===== src/rtl/i2c_adc_responder_if.sv =====
// Open-drain I2C pad bundle shared by the ADC-emulating responder and
// whatever drives the bus (a real pad ring or a bench master).
// sda_oe only ever pulls SDA low; the bus owner forms the wired-AND.
interface i2c_adc_responder_if;
  logic scl_i;
  logic sda_i;
  logic sda_oe;

  modport master (output scl_i, output sda_i, input sda_oe);
  modport slave  (input scl_i, input sda_i, output sda_oe);
endinterface


===== src/rtl/i2c_adc_responder.sv =====
// I2C target that emulates the board ADC: it accepts an address+W and
// command bytes, then answers address+R with a snapshot of sample_data,
// MSB first, one byte per master ACK. SDA is only ever pulled low.
module i2c_adc_responder #(
  parameter logic [6:0] ADDR      = 7'h20,
  parameter int         NUM_BYTES = 8
) (
  input  logic                   clk,
  input  logic                   rst_n,
  i2c_adc_responder_if.slave     bus,
  input  logic [8*NUM_BYTES-1:0] sample_data,
  output logic [7:0]             cmd_out,
  output logic                   cmd_valid,
  output logic                   rd_done,
  output logic                   busy
);

  localparam int IDX_W = (NUM_BYTES > 1) ? $clog2(NUM_BYTES) : 1;

  typedef enum logic [2:0] {
    IDLE,
    ADDR_RX,
    ADDR_ACK,
    CMD_RX,
    CMD_ACK,
    TX_BYTE,
    TX_ACK,
    WAIT_STOP
  } state_t;

  // Synchronized pad samples plus one-cycle history for edge detection.
  logic scl_s1, scl_s2, scl_q;
  logic sda_s1, sda_s2, sda_q;

  logic scl_rise, scl_fall, start_det, stop_det;

  state_t                 state_q, state_d;
  logic [2:0]             bit_cnt_q, bit_cnt_d;
  logic [7:0]             shift_q, shift_d;
  logic                   phase_q, phase_d;
  logic [IDX_W-1:0]       byte_idx_q, byte_idx_d;
  logic [8*NUM_BYTES-1:0] shadow_q, shadow_d;
  logic                   sda_oe_q, sda_oe_d;
  logic [7:0]             cmd_out_q, cmd_out_d;
  logic                   cmd_valid_q, cmd_valid_d;
  logic                   rd_done_q, rd_done_d;

  logic [7:0] rx_byte;
  logic [7:0] cur_byte;

  // Two-flop synchronizers on the asynchronous pads, idling high like the bus.
  always_ff @(posedge clk or negedge rst_n) begin
    if (!rst_n) begin
      scl_s1 <= 1'b1;
      scl_s2 <= 1'b1;
      scl_q  <= 1'b1;
      sda_s1 <= 1'b1;
      sda_s2 <= 1'b1;
      sda_q  <= 1'b1;
    end else begin
      scl_s1 <= bus.scl_i;
      scl_s2 <= scl_s1;
      scl_q  <= scl_s2;
      sda_s1 <= bus.sda_i;
      sda_s2 <= sda_s1;
      sda_q  <= sda_s2;
    end
  end

  assign scl_rise  = scl_s2 & ~scl_q;
  assign scl_fall  = ~scl_s2 & scl_q;
  assign start_det = scl_s2 & scl_q & sda_q & ~sda_s2;
  assign stop_det  = scl_s2 & scl_q & ~sda_q & sda_s2;

  // The bit arriving on this SCL rise completes the byte shifted in so far.
  assign rx_byte = {shift_q[6:0], sda_s2};

  // Select the shadow byte being transmitted; byte 0 sits in the top bits.
  always_comb begin
    cur_byte = shadow_q[8*NUM_BYTES-1 -: 8];
    for (int i = 0; i < NUM_BYTES; i++) begin
      if (byte_idx_q == IDX_W'(i)) begin
        cur_byte = shadow_q[8*(NUM_BYTES-1-i) +: 8];
      end
    end
  end

  // State and datapath registers; async reset releases SDA immediately.
  always_ff @(posedge clk or negedge rst_n) begin
    if (!rst_n) begin
      state_q     <= IDLE;
      bit_cnt_q   <= 3'd0;
      shift_q     <= 8'h00;
      phase_q     <= 1'b0;
      byte_idx_q  <= '0;
      shadow_q    <= '0;
      sda_oe_q    <= 1'b0;
      cmd_out_q   <= 8'h00;
      cmd_valid_q <= 1'b0;
      rd_done_q   <= 1'b0;
    end else begin
      state_q     <= state_d;
      bit_cnt_q   <= bit_cnt_d;
      shift_q     <= shift_d;
      phase_q     <= phase_d;
      byte_idx_q  <= byte_idx_d;
      shadow_q    <= shadow_d;
      sda_oe_q    <= sda_oe_d;
      cmd_out_q   <= cmd_out_d;
      cmd_valid_q <= cmd_valid_d;
      rd_done_q   <= rd_done_d;
    end
  end

  // Protocol FSM: START/STOP override everything, otherwise bits are taken
  // on SCL rise and SDA is only re-driven on SCL fall. phase marks the
  // second half of an ACK slot (ACK already driven / master ACK seen).
  always_comb begin
    state_d     = state_q;
    bit_cnt_d   = bit_cnt_q;
    shift_d     = shift_q;
    phase_d     = phase_q;
    byte_idx_d  = byte_idx_q;
    shadow_d    = shadow_q;
    sda_oe_d    = sda_oe_q;
    cmd_out_d   = cmd_out_q;
    cmd_valid_d = 1'b0;
    rd_done_d   = 1'b0;

    if (start_det) begin
      state_d   = ADDR_RX;
      bit_cnt_d = 3'd0;
      phase_d   = 1'b0;
      sda_oe_d  = 1'b0;
    end else if (stop_det) begin
      state_d  = IDLE;
      phase_d  = 1'b0;
      sda_oe_d = 1'b0;
    end else begin
      case (state_q)
        IDLE: begin
        end

        ADDR_RX: begin
          if (scl_rise) begin
            shift_d = rx_byte;
            if (bit_cnt_q == 3'd7) begin
              bit_cnt_d = 3'd0;
              if (rx_byte[7:1] == ADDR) begin
                state_d = ADDR_ACK;
                phase_d = 1'b0;
                if (rx_byte[0]) begin
                  shadow_d   = sample_data;
                  byte_idx_d = '0;
                end
              end else begin
                state_d  = WAIT_STOP;
                sda_oe_d = 1'b0;
              end
            end else begin
              bit_cnt_d = bit_cnt_q + 3'd1;
            end
          end
        end

        ADDR_ACK: begin
          if (scl_fall) begin
            if (!phase_q) begin
              sda_oe_d = 1'b1;
              phase_d  = 1'b1;
            end else begin
              phase_d   = 1'b0;
              bit_cnt_d = 3'd0;
              if (shift_q[0]) begin
                sda_oe_d = ~cur_byte[7];
                state_d  = TX_BYTE;
              end else begin
                sda_oe_d = 1'b0;
                state_d  = CMD_RX;
              end
            end
          end
        end

        CMD_RX: begin
          if (scl_rise) begin
            shift_d = rx_byte;
            if (bit_cnt_q == 3'd7) begin
              bit_cnt_d   = 3'd0;
              cmd_out_d   = rx_byte;
              cmd_valid_d = 1'b1;
              phase_d     = 1'b0;
              state_d     = CMD_ACK;
            end else begin
              bit_cnt_d = bit_cnt_q + 3'd1;
            end
          end
        end

        CMD_ACK: begin
          if (scl_fall) begin
            if (!phase_q) begin
              sda_oe_d = 1'b1;
              phase_d  = 1'b1;
            end else begin
              sda_oe_d  = 1'b0;
              phase_d   = 1'b0;
              bit_cnt_d = 3'd0;
              state_d   = CMD_RX;
            end
          end
        end

        TX_BYTE: begin
          if (scl_fall) begin
            if (bit_cnt_q == 3'd7) begin
              sda_oe_d = 1'b0;
              phase_d  = 1'b0;
              state_d  = TX_ACK;
            end else begin
              bit_cnt_d = bit_cnt_q + 3'd1;
              sda_oe_d  = ~cur_byte[3'd6 - bit_cnt_q];
            end
          end
        end

        TX_ACK: begin
          if (scl_rise && !phase_q) begin
            if (!sda_s2) begin
              phase_d    = 1'b1;
              byte_idx_d = (byte_idx_q == IDX_W'(NUM_BYTES-1)) ? '0
                                                              : byte_idx_q + IDX_W'(1);
            end else begin
              rd_done_d = 1'b1;
              sda_oe_d  = 1'b0;
              state_d   = WAIT_STOP;
            end
          end else if (scl_fall && phase_q) begin
            sda_oe_d  = ~cur_byte[7];
            bit_cnt_d = 3'd0;
            phase_d   = 1'b0;
            state_d   = TX_BYTE;
          end
        end

        WAIT_STOP: begin
          sda_oe_d = 1'b0;
        end

        default: begin
          state_d  = IDLE;
          sda_oe_d = 1'b0;
        end
      endcase
    end
  end

  assign bus.sda_oe = sda_oe_q;
  assign cmd_out    = cmd_out_q;
  assign cmd_valid  = cmd_valid_q;
  assign rd_done    = rd_done_q;
  assign busy       = (state_q != IDLE);

endmodule


===== src/flat_wrapper.sv =====
// flat-port wrapper written by rule: the top's interface ports become plain ports
module i2c_adc_responder_flat 
#(
  parameter logic [6:0] ADDR      = 7'h20,
  parameter int         NUM_BYTES = 8
)
  (clk, rst_n, sample_data, cmd_out, cmd_valid, rd_done, busy, bus_scl_i, bus_sda_i, bus_sda_oe);
  i2c_adc_responder_if bus_i ();
  input  logic clk;
  input  logic rst_n;
  input  logic [8*NUM_BYTES-1:0] sample_data;
  output logic [7:0] cmd_out;
  output logic cmd_valid;
  output logic rd_done;
  output logic busy;
  input wire logic [$bits(bus_i.scl_i)-1:0] bus_scl_i;
  input wire logic [$bits(bus_i.sda_i)-1:0] bus_sda_i;
  output wire logic [$bits(bus_i.sda_oe)-1:0] bus_sda_oe;
  assign bus_i.scl_i = bus_scl_i;
  assign bus_i.sda_i = bus_sda_i;
  assign bus_sda_oe = bus_i.sda_oe;
  i2c_adc_responder #(.ADDR(ADDR), .NUM_BYTES(NUM_BYTES)) u_core (.clk(clk), .rst_n(rst_n), .bus(bus_i), .sample_data(sample_data), .cmd_out(cmd_out), .cmd_valid(cmd_valid), .rd_done(rd_done), .busy(busy));
endmodule

===== config.mk =====
export PLATFORM = sky130hd
export DESIGN_NAME = i2c_adc_responder_flat
export DESIGN_NICKNAME = d
export VERILOG_FILES = /design/src/rtl/i2c_adc_responder_if.sv /design/src/rtl/i2c_adc_responder.sv /design/src/flat_wrapper.sv
export SDC_FILE = /design/constraint.sdc
export NUM_CORES = 1
export LEC_CHECK = 0
export CAP_MARGIN = 10
export CORE_ASPECT_RATIO = 1.4
export CORE_MARGIN = 3
export CORE_UTILIZATION = 45
export DETAILED_ROUTE_END_ITERATION = 8
export PLACE_DENSITY = 0.75
export SYNTH_ARGS = -nofsm -noshare
export SYNTH_HDL_FRONTEND = slang
export SYNTH_SLANG_ARGS = --single-unit

===== constraint.sdc =====
create_clock -name clk -period 3.1 [get_ports clk]
set_input_delay 0.62 -clock clk [delete_from_list [all_inputs] [get_ports clk]]
set_output_delay 0.62 -clock clk [all_outputs]
set_load 0.01 [all_outputs]

After elaboration in Yosys (flattened, before gate mapping)
Index checks and enable logic that the tools add are counted.

Add/sub/neg operators: 3. Magnitude comparators: 1. Eq/ne operators: 46. Multiplexer cells: 84. Bitwise gates (word level): 15. Reductions and logical operators: 19.

Operator list (count): $mux 3 (34); $mux 8 (7); $ne 4x1->1 const B (12); $mux 1 (37); $reduce_and 9->1 (4); $eq 3x3->1 const B (9); $pmux 3 s6 (1); $reduce_bool 8->1 (2); $ne 3x1->1 const B (5); $reduce_and 13->1 (1); $eq 3x2->1 const B (4); $ne 2x1->1 const B (6); $pmux 3 s4 (1); $not 1->1 (8); $and 1x1->1 (7); $eq 7x6->1 const B (1); $reduce_and 7->1 (1); $reduce_bool 7->1 (1); $add 3x1->3 const B (2); $eq 3x1->1 const B (2); $ne 3x2->1 const B (2); $pmux 1 s6 (1); $pmux 3 s2 (1); $ne 5x1->1 const B (1); 16 further kinds (18).

Bits in registers: 98. Bits of input ports: 68. Output and inout port bits: 12. Word-level logic and storage cells: 184.

Depth between registers and ports, before layout
Word-level depth: 16. Depth in mapped cells: 10. Depth with buffers taken out: 9.

Least setup slack after synthesis
No wires, ideal clock.

Path type: register to register. From: register u_core.bit_cnt_q[0]. To: register u_core.shadow_q[11]. Setup time: 0.125 ns. Arrival time: 2.184 ns. Path slack: 0.791 ns. Stages on the path, launching flop included: 9. Buffers on the path: 2. Clock period less this slack: 2.309 ns. Cell sequence: dfrtp_1 ha_1 ha_1 inv_1 or3_4 nor3_2 buf_4 buf_4 mux2_2.

Word-level cells in the longest chain between the ends: 2.

Ends and longest elaborated chain: start: declaration (line i2c_adc_responder.sv:38) `logic [2:0] bit_cnt_q, bit_cnt_d;`; start signal: assignment (line i2c_adc_responder.sv:103) `bit_cnt_q <= bit_cnt_d;`; $eq 3x3->1 (line i2c_adc_responder.sv:147) `if (bit_cnt_q == 3'd7) begin`; $reduce_and 7->1 (no line); end signal: assignment (line i2c_adc_responder.sv:107) `shadow_q <= shadow_d;`; end: declaration (line i2c_adc_responder.sv:42) `logic [8*NUM_BYTES-1:0] shadow_q, shadow_d;`.

No other way between the ends. A chain may end at the register's enable or synchronous reset.

Worst setup path in the final report
From: register u_core.bit_cnt_q[0]. To: register u_core.byte_idx_q[0].

Word-level cells in the longest chain between the ends: 3.

Ends and longest elaborated chain: $eq 3x3->1 (line i2c_adc_responder.sv:147); $ne 2x1->1 (no line); $reduce_and 9->1 (no line); end signal: assignment (line i2c_adc_responder.sv:106) `byte_idx_q <= byte_idx_d;`; end: declaration (line i2c_adc_responder.sv:41) `logic [IDX_W-1:0] byte_idx_q, byte_idx_d;`.

No other way between the ends.

==> flow_summary.ini <==
[yosys]
synth.most_common_cell = dfrtp_1
netlist.area_leader.share_pct = 45.9
synthCells = 447
synth_edf_count = 0
yosys_warnings = 0
synth_top_family_by_area = multiplexers
synthSimpleGateAreaFrac_pct = 11.2
yosysSeqAreaShare_pct = 49.0
synth.area.mux_share_pct = 20.0
syn-mean-instance-area_um2 = 11.2
synth-seq-cells = 98
synth_top_area_cell = dfrtp_1
yosys-top-cells-area = dfrtp_1, mux2_2, dfstp_2, o21ai_0, nand2_1
synthAdderAreaFrac_pct = 2.44
synth_common_cells = dfrtp_1, mux2_2, nand2_1
synthFlopType = dfrtp_1
syn-num-nets = 524
synth_cell_types = 66
netlist_area_um2 = 5020
synth_compound_area_share_pct = 13.3
async_flop_share_pct = 100
synth-xor-area-share_pct = 0.174

[die]
die_area_um2 = 12500
die_w_um = 95.3
initial_core_util_pct = 46.2
placeableCoreArea_um2 = 10900
ios = 80
dieHeight_um = 131
std_cell_rows = 45

[layout]
utilization_pct = 57.5
nets = 599
n_fill_cell = 896
antennaDiodeCount = 0
drive_gt1_share_pct = 23.3
syn_to_final_growth_pct = 24.5

[placement]
gp_congestion = 0.983
dp.final_hpwl_um = 8730
portBuffers = 79
place_ws_ps = 314

[cts]
post_cts_buffers = 0
clk_pin_slew_ps = 70
cts.path.max_buffers = 2
ctsResizeCount = 0
cts_sinks = 98
cts-buffers-inserted = 9
cts_tree = done
hold_buffers = 0
htreeDepth = 3
clkLatencyLatePin_ps = 340
cts-root-buf = clkbuf_16

[setup_path]
crit_type = flip-flop to flip-flop
cp_max_fo = 67
crit_arrival_ps = 3050
cp-start-kind = flip-flop
end_kind = flip-flop
worstPathRequired_ps = 3380

[sta]
worstMarginPinSlew_ps = 659
report.final.setup_viol = 0
slew_violations = 0
fin_tns_setup_ps = 0
fin_ws_ps = 323
whs_ps = 296
fin_crit_ps = 2780
finalClockSkew_ps = 9.43
max_clock_freq_mhz = 360
rsz0062_at_grt = no
hold_viol_final = 0
relSlewSlack_pct = 56.1
fin_crit_sh_pct = 89.6

[routing]
ant_nets = 0
drt_iter0_drc = 151
routed_wl_um = 11500
first_pass_iters = 4
vias_per_cell = 5.65
drc = 0
num_vias = 3771
wl_per_cell_um = 17.2

[run]
drv_cap = 0

[global_route]
grt_overflow_total = 0
grt_pass1_vias = 3849
grt_pass1_wl_um = 19300
grt_max_degree = 68
antenna_found_initial = 0
grt_use_total_pct = 20.0

[power_and_ir_drop]
power.density_nw_per_um2 = 607
p_total_mw = 3.79
vdd_drop_max_mv = 0.353
p_leak_nw = 2.86

[min_path]
worstHoldPathType = input port to asynchronous set/reset pin

[outcome]
status = finished clean
critical path: stages, from the launching register on:
cell	delay (ps)
dfrtp_1	590
ha_1	240
ha_1	270
inv_1	100
or3_4	410
nor3_4	230
buf_12	320
nor2_1	180
nor4_1	260
a21o_1	120
placed cells by master, fill, tap and decap left out, types with 11 or more instances in the layout:
cell type,count
a21oi_1,11
clkdlybuf4s50_1,78
nor2_1,22
inv_1,16
mux2_2,79
nand2_1,32
o21ai_0,24
nand3_1,12
dfrtp_1,92
metrics by stage:
| step | cells | cell area, µm² |
|---|---|---|
| CTS | 668 | 6250 |
| finish | 668 | 6250 |
| floorplan | 447 | 5020 |
| global route | 668 | 6250 |
| detailed placement | 652 | 5960 |
| global placement | 652 | 5960 |
state kept, by name, indices dropped and copies added (netlist names), 3 cells and up:
signal	flops
u_core.byte_idx_q	3
u_core.bit_cnt_q	3
u_core.state_q	3
u_core.shift_q	7
u_core.cmd_out	8
u_core.shadow_q	64
kinds of logic after synthesis:
kind of cell / after synthesis
adders and majority gates: 10
AOI/OAI and AO/OA: 95
DFF: 98
muxes: 90
buffers and inverters: 43
xor gates and xnor gates: 1
and+or+nand+nor: 110
power breakdown:
| group | total, mW | internal [mW] | switching, mW |
|---|---|---|---|
| combinational | 1.17 | 0.566 | 0.604 |
| sequential | 1.57 | 1.38 | 0.192 |
| clock | 1.05 | 0.558 | 0.493 |
cell type report:
| cell class | instances | area (µm²) | area share, % |
|---|---|---|---|
| tap | 141 | 176 | 2.82 |
| clock inverter | 7 | 63.8 | 1.02 |
| inverter | 18 | 67.6 | 1.08 |
| clock buffer | 9 | 225 | 3.60 |
| timing repair buffer | 89 | 888 | 14.2 |
| multi-input combinational | 306 | 2370 | 37.9 |
| sequential | 98 | 2460 | 39.4 |
path summary, 6_finish.rpt:
path | start | end | slack [ps] | cells after the start
worst max-delay path | u_core.bit_cnt_q[0] | u_core.byte_idx_q[0] | 320 | 9
worst min-delay path | rst_n | u_core.shadow_q[53] | 300 | 1
worst max register to register | u_core.bit_cnt_q[0] | u_core.byte_idx_q[0] | 320 | 9
worst min register to register | u_core.sda_s1 | u_core.sda_s2 | 360 | 0
max in group asynchronous | rst_n | u_core.sda_s1 | 2090 | 2
min in group clk | u_core.sda_s1 | u_core.sda_s2 | 360 | 0
routing by layer:
metal / global-route usage [%] / vias to the layer above / share of wire, %
met5: 0 / - / 0
met4: 10.5 / 0 / 4.6
met3: 3.89 / 40 / 3.9
met2: 33.9 / 128 / 52
met1: 23.7 / 1820 / 40
li1: - / 1783 / -
(Power assumes the default switching activity.)
